[src/rtl/uart_tx.sv]
// uart_tx: serializes a parallel word on txd as a start/data(LSB first)/stop frame behind a valid/ready handshake.
module uart_tx #(
  parameter int DATA_BITS    = 8,
  parameter int CLKS_PER_BIT = 16,
  parameter int STOP_BITS    = 1
) (
  input  logic                 clk,
  input  logic                 rst,
  input  logic                 tx_valid,
  output logic                 tx_ready,
  input  logic [DATA_BITS-1:0] tx_data,
  output logic                 txd,
  output logic                 busy
);
  localparam int CW = $clog2(CLKS_PER_BIT);
  localparam int BW = $clog2(DATA_BITS);
  localparam logic [CW-1:0] CNT_LAST  = CW'(CLKS_PER_BIT - 1);
  localparam logic [BW-1:0] DATA_LAST = BW'(DATA_BITS - 1);
  localparam logic [BW-1:0] STOP_LAST = BW'(STOP_BITS - 1);

  typedef enum logic [1:0] {IDLE, START, DATA, STOP} state_t;

  state_t                 state, state_n;
  logic [CW-1:0]          cnt, cnt_n;
  logic [BW-1:0]          bits, bits_n;
  logic [DATA_BITS-1:0]   sh, sh_n;
  logic                   txd_n, bit_end;

  always_ff @(posedge clk) begin
    if (rst) begin
      state <= IDLE;
      cnt   <= '0;
      bits  <= '0;
      sh    <= '0;
      txd   <= 1'b1;
    end else begin
      state <= state_n;
      cnt   <= cnt_n;
      bits  <= bits_n;
      sh    <= sh_n;
      txd   <= txd_n;
    end
  end

  // txd is registered from the next-state view so the start bit appears the cycle after acceptance
  always_comb begin
    bit_end = cnt == CNT_LAST;
    state_n = state;
    bits_n  = bits;
    sh_n    = sh;
    cnt_n   = (state == IDLE || bit_end) ? '0 : cnt + 1'b1;
    case (state)
      IDLE: if (tx_valid) begin
        state_n = START;
        sh_n    = tx_data;
      end
      START: if (bit_end) state_n = DATA;
      DATA: if (bit_end) begin
        sh_n    = sh >> 1;
        bits_n  = bits == DATA_LAST ? '0 : bits + 1'b1;
        state_n = bits == DATA_LAST ? STOP : DATA;
      end
      STOP: if (bit_end) begin
        bits_n  = bits == STOP_LAST ? '0 : bits + 1'b1;
        state_n = bits == STOP_LAST ? IDLE : STOP;
      end
      default: state_n = IDLE;
    endcase
    txd_n = state_n == START ? 1'b0 : state_n == DATA ? sh_n[0] : 1'b1;
  end

  assign tx_ready = state == IDLE;
  assign busy     = ~tx_ready;
endmodule
[config.mk]
export PLATFORM = sky130hd
export DESIGN_NAME = uart_tx
export DESIGN_NICKNAME = d
export VERILOG_FILES = /design/src/rtl/uart_tx.sv
export SDC_FILE = /design/constraint.sdc
export NUM_CORES = 1
export LEC_CHECK = 0
export BUFFER_PORTS_ARGS = -buffer_cell sky130_fd_sc_hd__buf_2
export CAP_MARGIN = 20
export CORE_MARGIN = 1
export CORE_UTILIZATION = 29
export DETAILED_ROUTE_END_ITERATION = 6
export GPL_TIMING_DRIVEN = 0
export PLACE_DENSITY = 0.45
export SYNTH_ARGS = -nofsm -noshare
export SYNTH_HDL_FRONTEND = slang
export SYNTH_SLANG_ARGS = --single-unit
[constraint.sdc]
create_clock -name clk -period 1.5 [get_ports clk]
set_input_delay 0.45 -clock clk [delete_from_list [all_inputs] [get_ports clk]]
set_output_delay 0.45 -clock clk [all_outputs]
set_load 0.05 [all_outputs]
==> results of run 1 <==
[registers in the layout, summed over array words and instances, names as in the netlist]
register and count:
txd 1, sh 8, cnt 4, state 2, bits 3
[cell families (layout without fill, tap and decap cells)]
kind of cell | Yosys count | in the layout | synth area share
buf+inv | 10 | 33 | 0.05254
flops | 18 | 18 | 0.4091
mux | 1 | 1 | 0.01136
simple gates | 34 | 34 | 0.2131
fa+ha+maj | 4 | 4 | 0.05682
compound gates | 28 | 28 | 0.2372
xor+xnor | 2 | 2 | 0.01989
[critical path: cells and delay by family (launching register included)]
family	cells	cell delay, ns
flip-flops	1	0.38
buffers and inverters	2	0.20
AND/OR/NAND/NOR	1	0.17
[routing by layer]
metal / global-route usage / share of wire / vias to the layer above
li1: - / - / 399
met2: 0.2000 / 0.49 / 12
met4: 0.03484 / 0.0068 / 0
met1: 0.1786 / 0.47 / 370
met5: 0 / 0 / -
met3: 0.04308 / 0.039 / 2
[worst paths after layout]
path              start      to  depth (start not counted)
min reg2reg      cnt[0]  cnt[0]                          1
max            state[0]    busy                          3
min          tx_data[7]   sh[7]                          3
max reg2reg    state[1]     txd                          5
[area by class of cell]
class                      instances  area [sq um]  area share
timing repair buffer              20         133.9      0.1127
tap                               31         38.79     0.03267
clock buffer                       4         36.28     0.03056
multi-input combinational         69         569.3      0.4795
sequential                        18         374.1      0.3151
buffer                             2         8.758    0.007376
inverter                           7         26.28     0.02213
[through the flow]
| step | util | hold WS [ns] | total power, W |
|---|---|---|---|
| after floorplan | - | 0.4178 | 0.0005904 |
| after global placement | 0.3537 | 0.4362 | 0.0006243 |
| after detailed placement | 0.3537 | 0.4450 | 0.0006260 |
| after CTS | 0.4068 | 0.3716 | 0.0009512 |
| after global routing | 0.4233 | 0.3781 | 0.0009894 |
| final | 0.4233 | 0.3939 | 0.0009336 |
[Yosys cell counts (all sizes together), types with 2 or more instances]
cell	instances	share of area
buf	2	0.018
a311oi	3	0.044
inv	7	0.030
nand3	2	0.011
a22oi	7	0.060
nor2	8	0.034
a21oi	10	0.057
nand2	12	0.051
and3	3	0.021
ha	4	0.057
dfxtp	18	0.41
[power groups by stage]
stage	registers (W)	clock network, W	logic (W)
6_report	0.000508	0.000297	0.000128
3_3_place_gp	0.000520	0	0.000104
5_1_grt	0.000511	0.000338	0.000141
4_1_cts	0.000508	0.000317	0.000126
3_5_place_dp	0.000521	0	0.000105
2_1_floorplan	0.000525	0	0.0000658
[repair_timing]
item,4_1_cts,5_1_grt
pin swaps,4,3
buffers inserted,6,1
endpoints found under the setup margin,13,12
hold buffers,0,0
gates resized for setup,24,8
==> flow_metrics.env, run 1 <==
export IMPL_status="complete, but fails checks"
export IMPL_violations="design-rule violations"
export IMPL_finalNonFillerCells=151
export IMPL_antenna_cells=0
export IMPL_place_gp_congestion=0.7538
export IMPL_syn_area_per_cell_sq_um=9.081
export IMPL_worstSkewPairLatency_ns=0.29
export IMPL_relSlewSlack=0.6233
export IMPL_r2r_setup_slack_ns=0.05
export IMPL_cts_sinks=18
export IMPL_cts_tree="built"
export IMPL_cts_htree_levels=1
export IMPL_drt_iter0_drc=26
export IMPL_fin_crit_sh=0.9915
export IMPL_drc=4
export IMPL_root_buffer="clkbuf_4"
export IMPL_finalSetupTns_ns=0
export IMPL_max_cap_violations=0
export IMPL_wl_um=1921
export IMPL_antenna_found_initial=0
export IMPL_power_share_clock=0.318
export IMPL_ioPinCount=14
export IMPL_avgRoutedWirePerCell_um=12.72
export IMPL_vdd_drop_max_v=0.0003973
export IMPL_grt_pass1_wl_um=3305
export IMPL_grt_max_degree=11
export IMPL_yosysSeqAreaShare=0.4091
export IMPL_seqPwrFrac=0.544
export IMPL_firstDrtPassIters=6
export IMPL_core_sq_um=2805
export IMPL_num_rows=19
export IMPL_rsz0062_at_grt="true"
export IMPL_slowest_stage="dfxtp_4"
export IMPL_layout_common_cells="buf_2 (12), nand2_1 (12), dfxtp_1 (11)"
export IMPL_max_stage_delay_ns=0.38
export IMPL_die_h_um=57.11
export IMPL_sw_frac_of_total=0.2539
export IMPL_netlist_area_sq_um=880.8
export IMPL_clockBufferDepth=2
export IMPL_die_area_sq_um=3262
export IMPL_tightest_slew_ns=0.5626
export IMPL_ys_ff_latch=18
export IMPL_synth_cells=97
export IMPL_path_cells="nor2_4, inv_2, buf_8"
export IMPL_fillers=293
export IMPL_nets=136
export IMPL_hp_class="primary input to register"
export IMPL_power_switching_w=0.0002370
export IMPL_final_cell_area_sq_um=1187
export IMPL_grt_pass1_vias=732
export IMPL_crit_required_ns=1.05
export IMPL_synthFlopType="dfxtp_1"
export IMPL_power_leakage_nw=0.4711
export IMPL_drive_gt1_frac=0.4333
export IMPL_cp_max_fo=4
export IMPL_yosysWarnings=0
export IMPL_final_min_clock_period_ns=1.487
export IMPL_placed_area_sq_um=992.2
export IMPL_power_density_nw_per_um2=786.3
export IMPL_vias=783
export IMPL_overflow=0
export IMPL_end_kind="primary output"
export IMPL_drv_slew=0
export IMPL_setup_ws_ns=0.01277
export IMPL_cp_arrival_ns=1.04
export IMPL_grt_usage=0.1311
export IMPL_dp_hpwl_um=1372
export IMPL_crit_type="register to primary output"
export IMPL_setup_violations_final=0
export IMPL_synth_distinct_cells=35
export IMPL_port_buffers=13
export IMPL_internal_power_w=0.0006966
export IMPL_start_util=0.3140
export IMPL_dpl_worst_slack_ns=-0.1527
export IMPL_async_reset_ff_frac=0
export IMPL_vias_per_cell=5.185
export IMPL_max_freq_ghz=0.6724
export IMPL_syn_to_final_growth_pct=34.80
export IMPL_numCtsBuffers=3
export IMPL_syn_nets=112
export IMPL_hold_viol=0
export IMPL_clkTransAtPathRegs_ns=0.10
export IMPL_synth_edf_count=0
export IMPL_combPwrFrac=0.138
export IMPL_start_kind="register"
export IMPL_ant_nets=0
export IMPL_die_width_um=57.11
export IMPL_clock_skew_ns=0.003661
export IMPL_dp_cells=141
Power figures use the tool's default switching activity.
==> run 2: changes to the inputs <==
- REMOVE_ABC_BUFFERS: not set -> 1
==> run 2 against run 1 <==
  * The run still ends with design-rule violations left
  * Clock skew hardly changed
  * First-iteration DRC count is 12% higher
  * Maximum frequency is 0.10% lower
  * Global-route usage hardly changed
  * Sequential share of layout area is 1.7 points higher
  * Register-to-register slack better by 0.04 ns
  * Sequential power hardly changed
==> flow_metrics.env, run 2 (synthesis gave the netlist of run 1 again) <==
export IMPL_end_kind="primary output"
export IMPL_met3_usage=0.04762
export IMPL_grt_usage=0.1307
export IMPL_postCtsHoldBufs=0
export IMPL_cts_htree_levels=1
export IMPL_vdd_drop_max_v=0.0005495
export IMPL_wl_um=1980
export IMPL_relSlewSlack=0.7191
export IMPL_antenna_cells=0
export IMPL_power_density_nw_per_um2=825.9
export IMPL_numCtsBuffers=3
export IMPL_clockBufferDepth=2
export IMPL_drive_gt1_frac=0.4000
export IMPL_status="complete, but fails checks"
export IMPL_final_min_clock_period_ns=1.489
export IMPL_top_register="sh"
export IMPL_layout_common_cells="nand2_1 (12), dfxtp_1 (11), buf_2 (11)"
export IMPL_cts_sinks=18
export IMPL_final_core_util=0.4041
export IMPL_violations="design-rule violations"
export IMPL_drc=2
export IMPL_ant_nets=0
export IMPL_layout_commonest_cell="nand2_1"
export IMPL_num_rows=19
export IMPL_crit_path_start="state[1]"
export IMPL_ioPinCount=14
export IMPL_nets=131
export IMPL_grt_pass1_vias=710
export IMPL_avgRoutedWirePerCell_um=13.56
export IMPL_die_area_sq_um=3262
export IMPL_grt_busiest_layer="met2"
export IMPL_worstSkewPairLatency_ns=0.30
export IMPL_p_total_w=0.0009363
export IMPL_core_sq_um=2805
export IMPL_vias_per_cell=5.281
export IMPL_die_width_um=57.11
export IMPL_crit_type="register to primary output"
export IMPL_power_leakage_nw=0.4438
export IMPL_max_cap_violations=0
export IMPL_rsz0062_at_grt="true"
export IMPL_firstDrtPassIters=6
export IMPL_cts_tree="built"
export IMPL_cp_max_fo=5
export IMPL_start_util=0.3140
export IMPL_syn_to_final_growth_pct=28.69
export IMPL_place_gp_congestion=0.7508
export IMPL_clkTransAtPathRegs_ns=0.11
export IMPL_finalSetupTns_ns=0
export IMPL_antenna_found_initial=0
export IMPL_start_kind="register"
export IMPL_fin_crit_sh=0.9925
export IMPL_r2r_start="state[0]"
export IMPL_setup_violations_final=0
export IMPL_crit_required_ns=1.05
export IMPL_cp_arrival_ns=1.04
export IMPL_vias=771
export IMPL_hp_class="primary input to register"
export IMPL_largest_reg_flops=8
export IMPL_use_met2=0.2000
export IMPL_max_freq_ghz=0.6717
export IMPL_dp_hpwl_um=1329
export IMPL_overflow=0
export IMPL_hold_viol=0
export IMPL_met1_usage=0.1702
export IMPL_grt_max_degree=15
export IMPL_clock_skew_ns=0.003559
export IMPL_reg_top3="sh x8, cnt x4, bits x3"
export IMPL_hp_start="tx_data[7]"
export IMPL_drt_iter0_drc=29
export IMPL_grt_pass1_wl_um=3249
export IMPL_die_h_um=57.11
export IMPL_port_buffers=13
export IMPL_drv_slew=0
export IMPL_root_buffer="clkbuf_4"
export IMPL_tightest_slew_ns=0.4178
run 2: cell count changes in the layout (fill, tap and decap cells not counted), sizes merged:
cell,change
buf,-4
clkbuf,-1
run 2: where the power goes:
part           switching [W]  leakage (nW)  internal (W)
Combinational      0.0000731         0.272     0.0000508
Sequential         0.0000126         0.151      0.000494
Clock               0.000158        0.0210      0.000148
run 2: stage by stage:
step                hold WS (ns)  worst slack (ns)  instances  area (sq um)
floorplan                 0.4178           -0.6705         94         860.8
global placement          0.4355           -0.1416        138         964.7
detailed placement        0.4454           -0.1574        138         964.7
CTS                       0.3749          -0.01815        145          1081
global route              0.3805          -0.03926        146          1134
finish                    0.3773           0.01123        146          1134
run 2: per-layer routing:
metal  share of wire  wire length, um
met1            0.44              879
met2            0.49              965
met3           0.051              101
met4           0.017               34
met5               0                0
run 2: timing repair:
action | 4_1_cts | 5_1_grt
resized for setup | 18 | 11
endpoints found under the setup margin | 13 | 12
buffers inserted | 3 | 1
pin swaps | 2 | 1
run 2: worst paths after layout:
kind	end	slack [ns]	cells after the start
worst max-delay path	busy	0.01	3
worst min-delay path	sh[7]	0.38	3
worst max register to register	txd	0.09	5
worst min register to register	cnt[0]	0.45	1
run 2: critical path: stages, from the launching register on:
cell and delay, ns:
dfxtp_4 0.38, nor2_4 0.17, inv_2 0.05, buf_6 0.14
run 2: final cells by class:
class / instances / area, sq um
fillers: 306 / 1672
multi-input cells: 69 / 535.5
flip-flops and latches: 18 / 376.6
repair buffers: 17 / 120.1
well taps: 31 / 38.79
clock buffers: 4 / 36.28
inverters: 7 / 26.28
==> run 3: changes to the inputs <==
- RECOVER_POWER: not set -> 100
==> run 3 against run 2 <==
  * Routed wire length grew 0.35%
  * Combinational power about the same
  * Clock power about the same
  * Critical path type is now register to register
  * The run still ends with design-rule violations left
==> flow_metrics.env, run 3 (synthesis gave the netlist of run 1 again) <==
export IMPL_num_rows=19
export IMPL_fin_crit_sh=0.9972
export IMPL_layout_common_cells="nand2_1 (12), dfxtp_1 (12), buf_2 (10)"
export IMPL_seq_area_sq_um=375.4
export IMPL_r2r_end="txd"
export IMPL_antenna_cells=0
export IMPL_rr_worst_depth=5
export IMPL_placed_area_sq_um=964.7
export IMPL_die_h_um=57.11
export IMPL_rsz0062_at_grt="true"
export IMPL_antenna_found_initial=0
export IMPL_grt_pass1_wl_um=3249
export IMPL_reg_top3="sh x8, cnt x4, bits x3"
export IMPL_setup_ws_ns=0.004137
export IMPL_ioPinCount=14
export IMPL_drive_gt1_frac=0.3826
export IMPL_grt_max_degree=15
export IMPL_place_gp_congestion=0.7508
export IMPL_overflow=0
export IMPL_vdd_drop_max_v=0.0005497
export IMPL_crit_type="register to register"
export IMPL_end_kind="register"
export IMPL_vias=760
export IMPL_hp_start="tx_data[7]"
export IMPL_dp_cells=138
export IMPL_dp_hpwl_um=1329
export IMPL_status="complete, but fails checks"
export IMPL_max_freq_ghz=0.6685
export IMPL_die_area_sq_um=3262
export IMPL_power_leakage_nw=0.4438
export IMPL_cts_sinks=18
export IMPL_top_register="sh"
export IMPL_grt_usage=0.1307
export IMPL_final_min_clock_period_ns=1.496
export IMPL_avgRoutedWirePerCell_um=13.61
export IMPL_r2r_start="cnt[0]"
export IMPL_clkTransAtPathRegs_ns=0.11
export IMPL_power_density_nw_per_um2=831.1
export IMPL_postCtsHoldBufs=0
export IMPL_finalSetupTns_ns=0
export IMPL_grt_pass1_vias=710
export IMPL_hp_class="primary input to register"
export IMPL_firstDrtPassIters=6
export IMPL_syn_to_final_growth_pct=27.98
export IMPL_hold_end="sh[7]"
export IMPL_fin_hold_ws_ns=0.3773
export IMPL_setup_violations_final=0
export IMPL_tightest_slew_ns=0.4307
export IMPL_root_buffer="clkbuf_4"
export IMPL_numCtsBuffers=3
export IMPL_violations="design-rule violations"
export IMPL_start_util=0.3140
export IMPL_die_width_um=57.11
export IMPL_drv_slew=0
export IMPL_worstSkewPairLatency_ns=0.30
export IMPL_ant_nets=0
export IMPL_relSlewSlack=0.7126
export IMPL_core_sq_um=2805
export IMPL_cts_tree="built"
export IMPL_whs_path_depth=3
export IMPL_largest_reg_flops=8
export IMPL_hold_viol=0
export IMPL_fillers=308
export IMPL_dpl_worst_slack_ns=-0.1574
export IMPL_finalNonFillerCells=146
export IMPL_clockBufferDepth=2
export IMPL_crit_required_ns=1.73
export IMPL_wl_um=1987
export IMPL_final_cell_area_sq_um=1127
export IMPL_r2r_setup_slack_ns=0.004
export IMPL_drt_iter0_drc=29
export IMPL_cts_htree_levels=1
export IMPL_start_kind="register"
export IMPL_max_cap_violations=0
export IMPL_vias_per_cell=5.205
export IMPL_multi_input_area_sq_um=530.5
export IMPL_cp_max_fo=6
export IMPL_nets=131
export IMPL_port_buffers=13
export IMPL_drc=2
export IMPL_clock_skew_ns=0.003292
export IMPL_cp_arrival_ns=1.73
-- run 3: where the power goes --
part / total (W) / internal (W) / leakage [nW] / switching (W)
clock network: 0.000306 / 0.000148 / 0.0210 / 0.000158
logic: 0.000124 / 0.0000507 / 0.272 / 0.0000734
registers: 0.000507 / 0.000494 / 0.151 / 0.0000127
total: 0.000937 / 0.000693 / 0.444 / 0.000244
-- run 3: critical path: stages (launching register included) --
cell      delay (ns)
dfxtp_4         0.38
ha_4            0.16
nand3_1         0.20
o31ai_1         0.46
nor4b_2         0.09
o21bai_1        0.14
-- run 3: how the worst max path moves through the flow --
stage	slack, ns	to	cells after the start	start
after floorplan	-0.67	busy	2	state[0]
after global routing	-0.04	busy	3	state[1]
after global placement	-0.14	txd	4	state[0]
final	0.004	txd	5	cnt[0]
after detailed placement	-0.16	txd	4	state[0]
after CTS	-0.02	busy	3	state[1]
-- run 3: through the flow --
step,total power (W),utilization
4_1_cts,0.0009430,0.3854
3_5_place_dp,0.0006210,0.3439
3_3_place_gp,0.0006190,0.3439
6_report,0.0009369,0.4019
2_1_floorplan,0.0005839,-
5_1_grt,0.0009799,0.4019
-- run 3: area by class of cell --
class,instances,area share
sequential,18,0.3330
multi-input combinational,69,0.4706
timing repair buffer,17,0.1065
clock buffer,4,0.03219
inverter,7,0.02331
tap,31,0.03441
-- run 3: per-layer routing --
layer  GRT usage  part of all wire
met5           0                 0
met4     0.04530             0.017
met3     0.04762             0.045
met2      0.2000              0.48
met1      0.1702              0.45
-- run 3: timing repair --
item | in CTS | in global routing
setup buffers | 3 | 1
endpoints found under the hold margin | 0 | 0
pin swaps | 2 | 1
cloned | 0 | 0
resized for setup | 18 | 11
setup endpoints to repair | 13 | 12
